`src/rtl/ex_ic_arbiter.sv`:
```
// Per-FU completion queues feeding a round-robin, single-port arbiter that
// registers one EX_IC_PACKET per cycle for the issue-complete stage.

package ex_ic_pkg;

  typedef struct packed {
    logic [5:0] phys_reg;
  } dest_tag_t;

  typedef struct packed {
    logic       valid;
    logic [4:0] rob_idx;
    dest_tag_t  dest_tag;
    logic [31:0] result;
    logic       take_branch;
  } ex_ic_packet_t;

  localparam int PKT_W = $bits(ex_ic_packet_t);

endpackage

module ex_ic_arbiter
  import ex_ic_pkg::*;
#(
  parameter int N_FU       = 3,
  parameter int FIFO_DEPTH = 2
) (
  input  logic                  clock,
  input  logic                  reset_n,
  input  logic [N_FU-1:0]       fu_valid,
  input  logic [N_FU*PKT_W-1:0] fu_packet,
  output logic [N_FU-1:0]       fu_ready,
  input  logic                  squash,
  output logic [PKT_W-1:0]      ex_ic_reg,
  output logic                  ic_busy
);

  localparam int AW = $clog2(FIFO_DEPTH);
  localparam int CW = AW + 1;
  localparam int RW = (N_FU > 1) ? $clog2(N_FU) : 1;

  logic [AW-1:0] head_q  [N_FU];
  logic [AW-1:0] head_d  [N_FU];
  logic [AW-1:0] tail_q  [N_FU];
  logic [AW-1:0] tail_d  [N_FU];
  logic [CW-1:0] count_q [N_FU];
  logic [CW-1:0] count_d [N_FU];
  logic [RW-1:0] rr_ptr_q, rr_ptr_d;
  ex_ic_packet_t ex_ic_q, ex_ic_d;

  ex_ic_packet_t fifo_mem [N_FU][FIFO_DEPTH];

  logic [N_FU-1:0] push_en;
  logic [N_FU-1:0] pop_en;
  logic            found;
  logic [RW-1:0]   win;

  // Ready looks only at registered occupancy, so a same-cycle pop never
  // frees a slot for a same-cycle push.
  always_comb begin
    for (int i = 0; i < N_FU; i++) begin
      fu_ready[i] = reset_n && (count_q[i] != CW'(FIFO_DEPTH));
      push_en[i]  = fu_valid[i] && fu_ready[i] && !squash;
    end
  end

  // NOTE: every always_comb output gets a default before any branch so no
  // path leaves it unassigned, which would otherwise infer a latch.
  always_comb begin
    logic [RW:0] cand;
    found = 1'b0;
    win   = '0;
    cand  = '0;
    for (int k = 0; k < N_FU; k++) begin
      cand = {1'b0, rr_ptr_q} + (RW+1)'(k);
      if (cand >= (RW+1)'(N_FU)) cand = cand - (RW+1)'(N_FU);
      if (!found && (count_q[cand[RW-1:0]] != '0)) begin
        found = 1'b1;
        win   = cand[RW-1:0];
      end
    end
  end

  always_comb begin
    ex_ic_d  = '0;
    rr_ptr_d = rr_ptr_q;
    pop_en   = '0;
    for (int i = 0; i < N_FU; i++) begin
      head_d[i]  = head_q[i];
      tail_d[i]  = tail_q[i];
      count_d[i] = count_q[i];
    end

    if (squash) begin
      rr_ptr_d = '0;
      for (int i = 0; i < N_FU; i++) begin
        head_d[i]  = '0;
        tail_d[i]  = '0;
        count_d[i] = '0;
      end
    end else begin
      if (found) begin
        ex_ic_d       = fifo_mem[win][head_q[win]];
        ex_ic_d.valid = 1'b1;
        pop_en[win]   = 1'b1;
        rr_ptr_d      = (win == RW'(N_FU - 1)) ? '0 : win + 1'b1;
      end
      // Depth is a power of two, so pointer wrap is the natural AW-bit overflow.
      for (int i = 0; i < N_FU; i++) begin
        if (push_en[i]) tail_d[i] = tail_q[i] + 1'b1;
        if (pop_en[i])  head_d[i] = head_q[i] + 1'b1;
        count_d[i] = count_q[i] + CW'(push_en[i]) - CW'(pop_en[i]);
      end
    end
  end

  // NOTE: sequential state uses non-blocking assignments so every flop
  // samples its pre-edge inputs regardless of process ordering.
  always_ff @(posedge clock or negedge reset_n) begin
    if (!reset_n) begin
      rr_ptr_q <= '0;
      ex_ic_q  <= '0;
      for (int i = 0; i < N_FU; i++) begin
        head_q[i]  <= '0;
        tail_q[i]  <= '0;
        count_q[i] <= '0;
      end
    end else begin
      rr_ptr_q <= rr_ptr_d;
      ex_ic_q  <= ex_ic_d;
      for (int i = 0; i < N_FU; i++) begin
        head_q[i]  <= head_d[i];
        tail_q[i]  <= tail_d[i];
        count_q[i] <= count_d[i];
      end
    end
  end

  // NOTE: queue storage is deliberately not reset; counts gate every read,
  // so stale contents are never observable.
  always_ff @(posedge clock) begin
    for (int i = 0; i < N_FU; i++) begin
      if (push_en[i]) fifo_mem[i][tail_q[i]] <= ex_ic_packet_t'(fu_packet[i*PKT_W +: PKT_W]);
    end
  end

  always_comb begin
    ic_busy = ex_ic_q.valid;
    for (int i = 0; i < N_FU; i++) begin
      if (count_q[i] != '0) ic_busy = 1'b1;
    end
  end

  assign ex_ic_reg = ex_ic_q;

endmodule

```
`config.mk`:
```
export PLATFORM = sky130hd
export DESIGN_NAME = ex_ic_arbiter
export DESIGN_NICKNAME = d
export VERILOG_FILES = /design/src/rtl/ex_ic_arbiter.sv
export SDC_FILE = /design/constraint.sdc
export NUM_CORES = 1
export LEC_CHECK = 0
export ABC_AREA = 1
export BUFFER_PORTS_ARGS = -buffer_cell sky130_fd_sc_hd__buf_4
export CAP_MARGIN = 20
export CORE_MARGIN = 1
export CORE_UTILIZATION = 35
export DETAILED_ROUTE_END_ITERATION = 8
export SYNTH_ARGS = -nofsm -noshare
export SYNTH_HDL_FRONTEND = slang
export SYNTH_SLANG_ARGS = --single-unit
```
`constraint.sdc`:
```
create_clock -name clock -period 3.2 [get_ports clock]
set_input_delay 0.32 -clock clock [delete_from_list [all_inputs] [get_ports clock]]
set_output_delay 0.32 -clock clock [all_outputs]
set_load 0.05 [all_outputs]
```
== After elaboration in Yosys (flattened, before gate mapping) ==
Memory sizes are Yosys's and may differ from the RTL's.
Cells that the tools add are included.

* Register bits after elaboration: 59
* Bits in writable memories: 270
* Input bits: 141
* Output and inout port bits: 49
* Logic and storage cells: 150
* Memories kept: 1

* Add/sub/neg operators: 18
* $lt $le $gt $ge: 16
* Equality and inequality tests: 4
* Mux-type cells: 57
* Bitwise gates (word level): 8
* Reduce and logical (&&, ||, !) cells: 31

{| class="wikitable"
|+ Memories
! name !! words !! bits a word !! read ports !! clocked after Yosys merged registers in !! write ports !! RTL line !! text
|-
| fifo_mem || 3 || 90 || 1 || 0 || 3 || 51 || <nowiki>ex_ic_packet_t fifo_mem [N_FU][FIFO_DEPTH];</nowiki>
|}

{| class="wikitable"
|+ Operator list
! cell !! count
|-
| $mux 90 || 3
|-
| $mux 45 || 5
|-
| $demux 45 s1 || 3
|-
| $mux 44 || 3
|-
| $mux 2 || 15
|-
| $reduce_bool 2->1 || 13
|-
| $mux 1 || 18
|-
| $logic_and 1x1->1 || 15
|-
| $bmux 2 s2 || 3
|-
| $ge 3x3->1 const B || 4
|-
| $mux 3 || 4
|-
| $not 2->3 || 4
|-
| $ge 2x2->1 const B || 5
|-
| $not 1->2 || 4
|-
| $add 1x1->1 const B || 6
|-
| $add 2x1->2 || 3
|-
| $ge 3x2->1 const B || 2
|-
| $lt 2x1->1 const B || 3
|-
| $mux 6 || 1
|-
| $ne 2x2->1 const B || 3
|-
| $sub 2x1->2 || 3
|-
| $sub 2x2->2 const B || 3
|-
| $add 2x1->3 const B || 1
|-
| $add 2x2->3 const B || 1
|-
| other kinds (7) || 9
|}

== Longest topological paths before layout ==
* Word-level depth: 24
* Depth in mapped cells: 18
* Gate-level depth less buffers: 17

== Worst setup path after synthesis ==
Ideal clock, no wire load.

* Path kind: register to register
* Start point: reg count_q[5] in the netlist's numbering
* End point: mem fifo_mem[0][45] in the netlist's numbering, enable pin
* Setup time: 0.446 ns
* Data arrival time: 3.447 ns
* Required time: 2.754 ns
* Slack: -0.692 ns
* Cell stages (with the launch flop): 6
* Path buffers: 0
* Clock period less this slack: 3.892 ns
* Cell sequence: dfrtp_1 a21oi_1 nand2_1 inv_1 nand2_1 nor2_1

{| class="wikitable"
|+ RTL lines
! element !! RTL line !! text
|-
| start, declared || 46 || <nowiki>logic [CW-1:0] count_q [N_FU];</nowiki>
|-
| start signal, assigned by index || 134 || <nowiki>count_q[i] <= count_d[i];</nowiki>
|-
| end, declared || 51 ||
|}

==> results by group <==
Power and ir drop
  • Logic gate share of total power: 49.4%
  • Power Total: 18.2 mW
  • Net Sw Frac: 42.6%
  • Pwr dens: 1010 mW/mm²
  • Internal Pwr Total: 10.4 mW
  • Leak Pwr: 7.54 nW
  • Total net switching power: 7.74 mW
  • Reg power frac: 28.0%
  • Max IR drop VDD: 0.963 mV
  • Clock power share: 22.6%

Timing
  • Actual slew at the worst max-slew pin: 0.592 ns
  • Max Clock Skew: 0.0173 ns
  • Slew Limit Headroom: 60.5%
  • Final Hold Vio Count: 0
  • Count of pins over their slew limit: 0
  • Max Clk Rate: 354 MHz
  • Fin crit share: 88.2%
  • Crit path time final: 2.82 ns
  • Setup violators final: 0
  • Setup repair after global routing missed its margin: false

Placed design
  • Placer Congestion: 0.760
  • I/O Buffers: 186
  • DP Area: 0.0155 mm²
  • Placed wire-length estimate: 19.2 mm

Floorplanning
  • DIE WIDTH: 197 µm
  • # rows: 71
  • Ports: 190
  • Die Span Y: 197 µm
  • Starting Density: 35.5%
  • Area of the die: 0.0388 mm²
  • Core area: 0.0375 mm²

CTS
  • Htree depth: 2
  • Clk slew on worst S/H paths: 0.06 ns
  • Post-CTS Hold Fix Bufs: 133
  • Clock Path Buffers: 3
  • Root Driver: clkbuf_16
  • CTS tree: built
  • Clock sink count: 323
  • CTS Buf Count: 36
  • Worst skew pair latency: 0.51 ns
  • Postcts setup bufs: 0
  • Post_cts resized: 0

Critical path
  • CP required: 3.61 ns
  • CP Capture Type: register
  • Worst r2r path cells: 15
  • Reg-to-reg slack, setup: 0.38 ns
  • CP cell instances: inv_1, ha_1, inv_2, o21ai_2, nand2_1, a21oi_4, nand3_1, nand3_4, nand2_4, nor2_4, nand2_1, nand2_4, buf_4, a21oi_1, nor2_1
  • Worst setup SP type: register
  • Crit-path max FO: 17
  • Worst r2r src: rr_ptr_q[1]$_DFFE_PN0P_
  • Arr. time, crit path: 3.23 ns
  • CP max-delay cell: dfrtp_1
  • Worst path max stage delay: 0.40 ns
  • Critical path class: register to register
  • RR Endpoint: ex_ic_reg[31]$_DFF_PN0_
  • Critical path buffers and inverters: 3
  • CP top delay family: simple AND/OR/NAND/NOR gates

Final layout
  • Register area: 0.00940 mm²
  • Commonest non-fill, non-tap cell in the layout: nand2_1
  • Final Util: 48.0%
  • Filler cells: 3382
  • Max reg flops: 264
  • Fin nets: 1644
  • Multi-input gate area: 0.00342 mm²
  • Layout overhead on the synthesized area: 35.2%
  • Final instance area: 0.0180 mm²
  • Commonest cells after routing, fill and taps aside: 338 x nand2_1, 264 x edfxtp_1, 197 x buf_4
  • Ratio of cells with drive above 1 in the final layout: 19.6%

Drt
  • DR WL/cell: 16.9 µm
  • Via count: 9367
  • Routed vias/inst: 4.61
  • Drt first pass iters: 5
  • Final WL: 34.3 mm
  • Initial DRC count: 508
  • # DRC: 0
  • Final antenna-violating net count: 0

Yosys
  • Post-Syn Instances: 1174
  • Register area share after synthesis: 70.7%
  • Warnings from Yosys: 0
  • Synth unique cells: 30
  • Post-Syn Area per Cell: 11.3 µm²
  • #FFs+latches synth: 323
  • Mapped cell area: 0.0133 mm²
  • Post-synthesis net count: 1325

Global route
  • Vias in the first global route: 9483
  • GRT Total Usage: 18.0%
  • First-pass GRT wire length: 52.6 mm
  • Pin count of the biggest net entering global routing: 89
  • Antenna violations before repair: 1
  • Grt total ovfl: 0

Min path
  • Hold Crit Class: input port to register
  • Worst Hold Endpoint: count_q[2]$_DFF_PN0_
  • Hold path startpoint: squash
  • Worst hold stages: 2

Job
  • Max_cap viols: 0

Outcome
  • Outcome: finished, final reports clean
[final cells by class]
type / instances / share of cell area (%)
tap: 511 / 3.56
sequential: 323 / 52.3
inverter: 73 / 1.54
timing repair buffer: 342 / 17.0
antenna: 1 / 0.0139
multi-input combinational: 717 / 19.0
clock buffer: 51 / 5.89
clock inverter: 12 / 0.731
[Yosys cell counts (all sizes together)]
master	count	area [µm²]
nor3	1	10.0
dfrtp	59	1480
nand4	2	18.8
a31oi	1	6.26
a21oi	8	51.3
buf	30	164
or2	45	282
nand2	341	1280
inv	73	274
clkbuf	31	116
xnor2	3	26.3
nand3b	43	323
nand3	144	726
o22ai	4	25.0
ha	10	125
nor2	106	405
edfxtp	264	7930
xor2	3	26.3
o21ai	6	33.8
[how the worst max path moves through the flow]
stage                                        from                         to  slack (ns)  cells after the start
after floorplan              count_q[5]$_DFF_PN0_  fifo_mem[0][45]$_DFFE_PP_      -0.005                      5
after global placement    rr_ptr_q[1]$_DFFE_PN0P_    ex_ic_reg[31]$_DFF_PN0_        0.47                     15
after detailed placement  rr_ptr_q[1]$_DFFE_PN0P_    ex_ic_reg[31]$_DFF_PN0_        0.42                     15
after CTS                 rr_ptr_q[1]$_DFFE_PN0P_    ex_ic_reg[31]$_DFF_PN0_        0.38                     15
after global routing      rr_ptr_q[1]$_DFFE_PN0P_    ex_ic_reg[31]$_DFF_PN0_        0.18                     15
final                     rr_ptr_q[1]$_DFFE_PN0P_    ex_ic_reg[31]$_DFF_PN0_        0.38                     15
[power by group through the flow]
stage,Clock (mW),Combinational (mW),Sequential [mW]
6_report,4.10,8.99,5.10
5_1_grt,4.36,10.1,5.14
4_1_cts,4.21,9.07,5.10
3_5_place_dp,0,8.89,5.19
3_3_place_gp,0,8.76,5.19
2_1_floorplan,0,5.70,5.82
[stage by stage]
step                      setup WS (ns)  cells  hold slack, ns  setup TNS (ns)
after floorplan                -0.00513   1174          0.0244          -0.226
after detailed placement          0.422   1833           0.406               0
after global routing              0.177   2030          0.0351               0
after global placement            0.475   1833           0.403               0
final                             0.376   2030          0.0482               0
after CTS                         0.380   2029          0.0248               0
[metal layers]
layer | GRT usage, % | share of wire (%) | vias up
li1 | - | - | 4564
met1 | 23.8 | 43 | 4496
met2 | 30.4 | 49 | 250
met3 | 2.94 | 5.4 | 57
met4 | 5.68 | 2.1 | 0
met5 | 0 | 0 | -
[logic make-up after synthesis]
family	count (synthesis)	share of synthesized area, %
buf+inv	134	4.17
simple gates	682	22.9
flops	323	70.7
fa+ha+maj	10	0.941
xor+xnor	6	0.395
compound gates	19	0.875
Power figures use the tool's default switching activity.
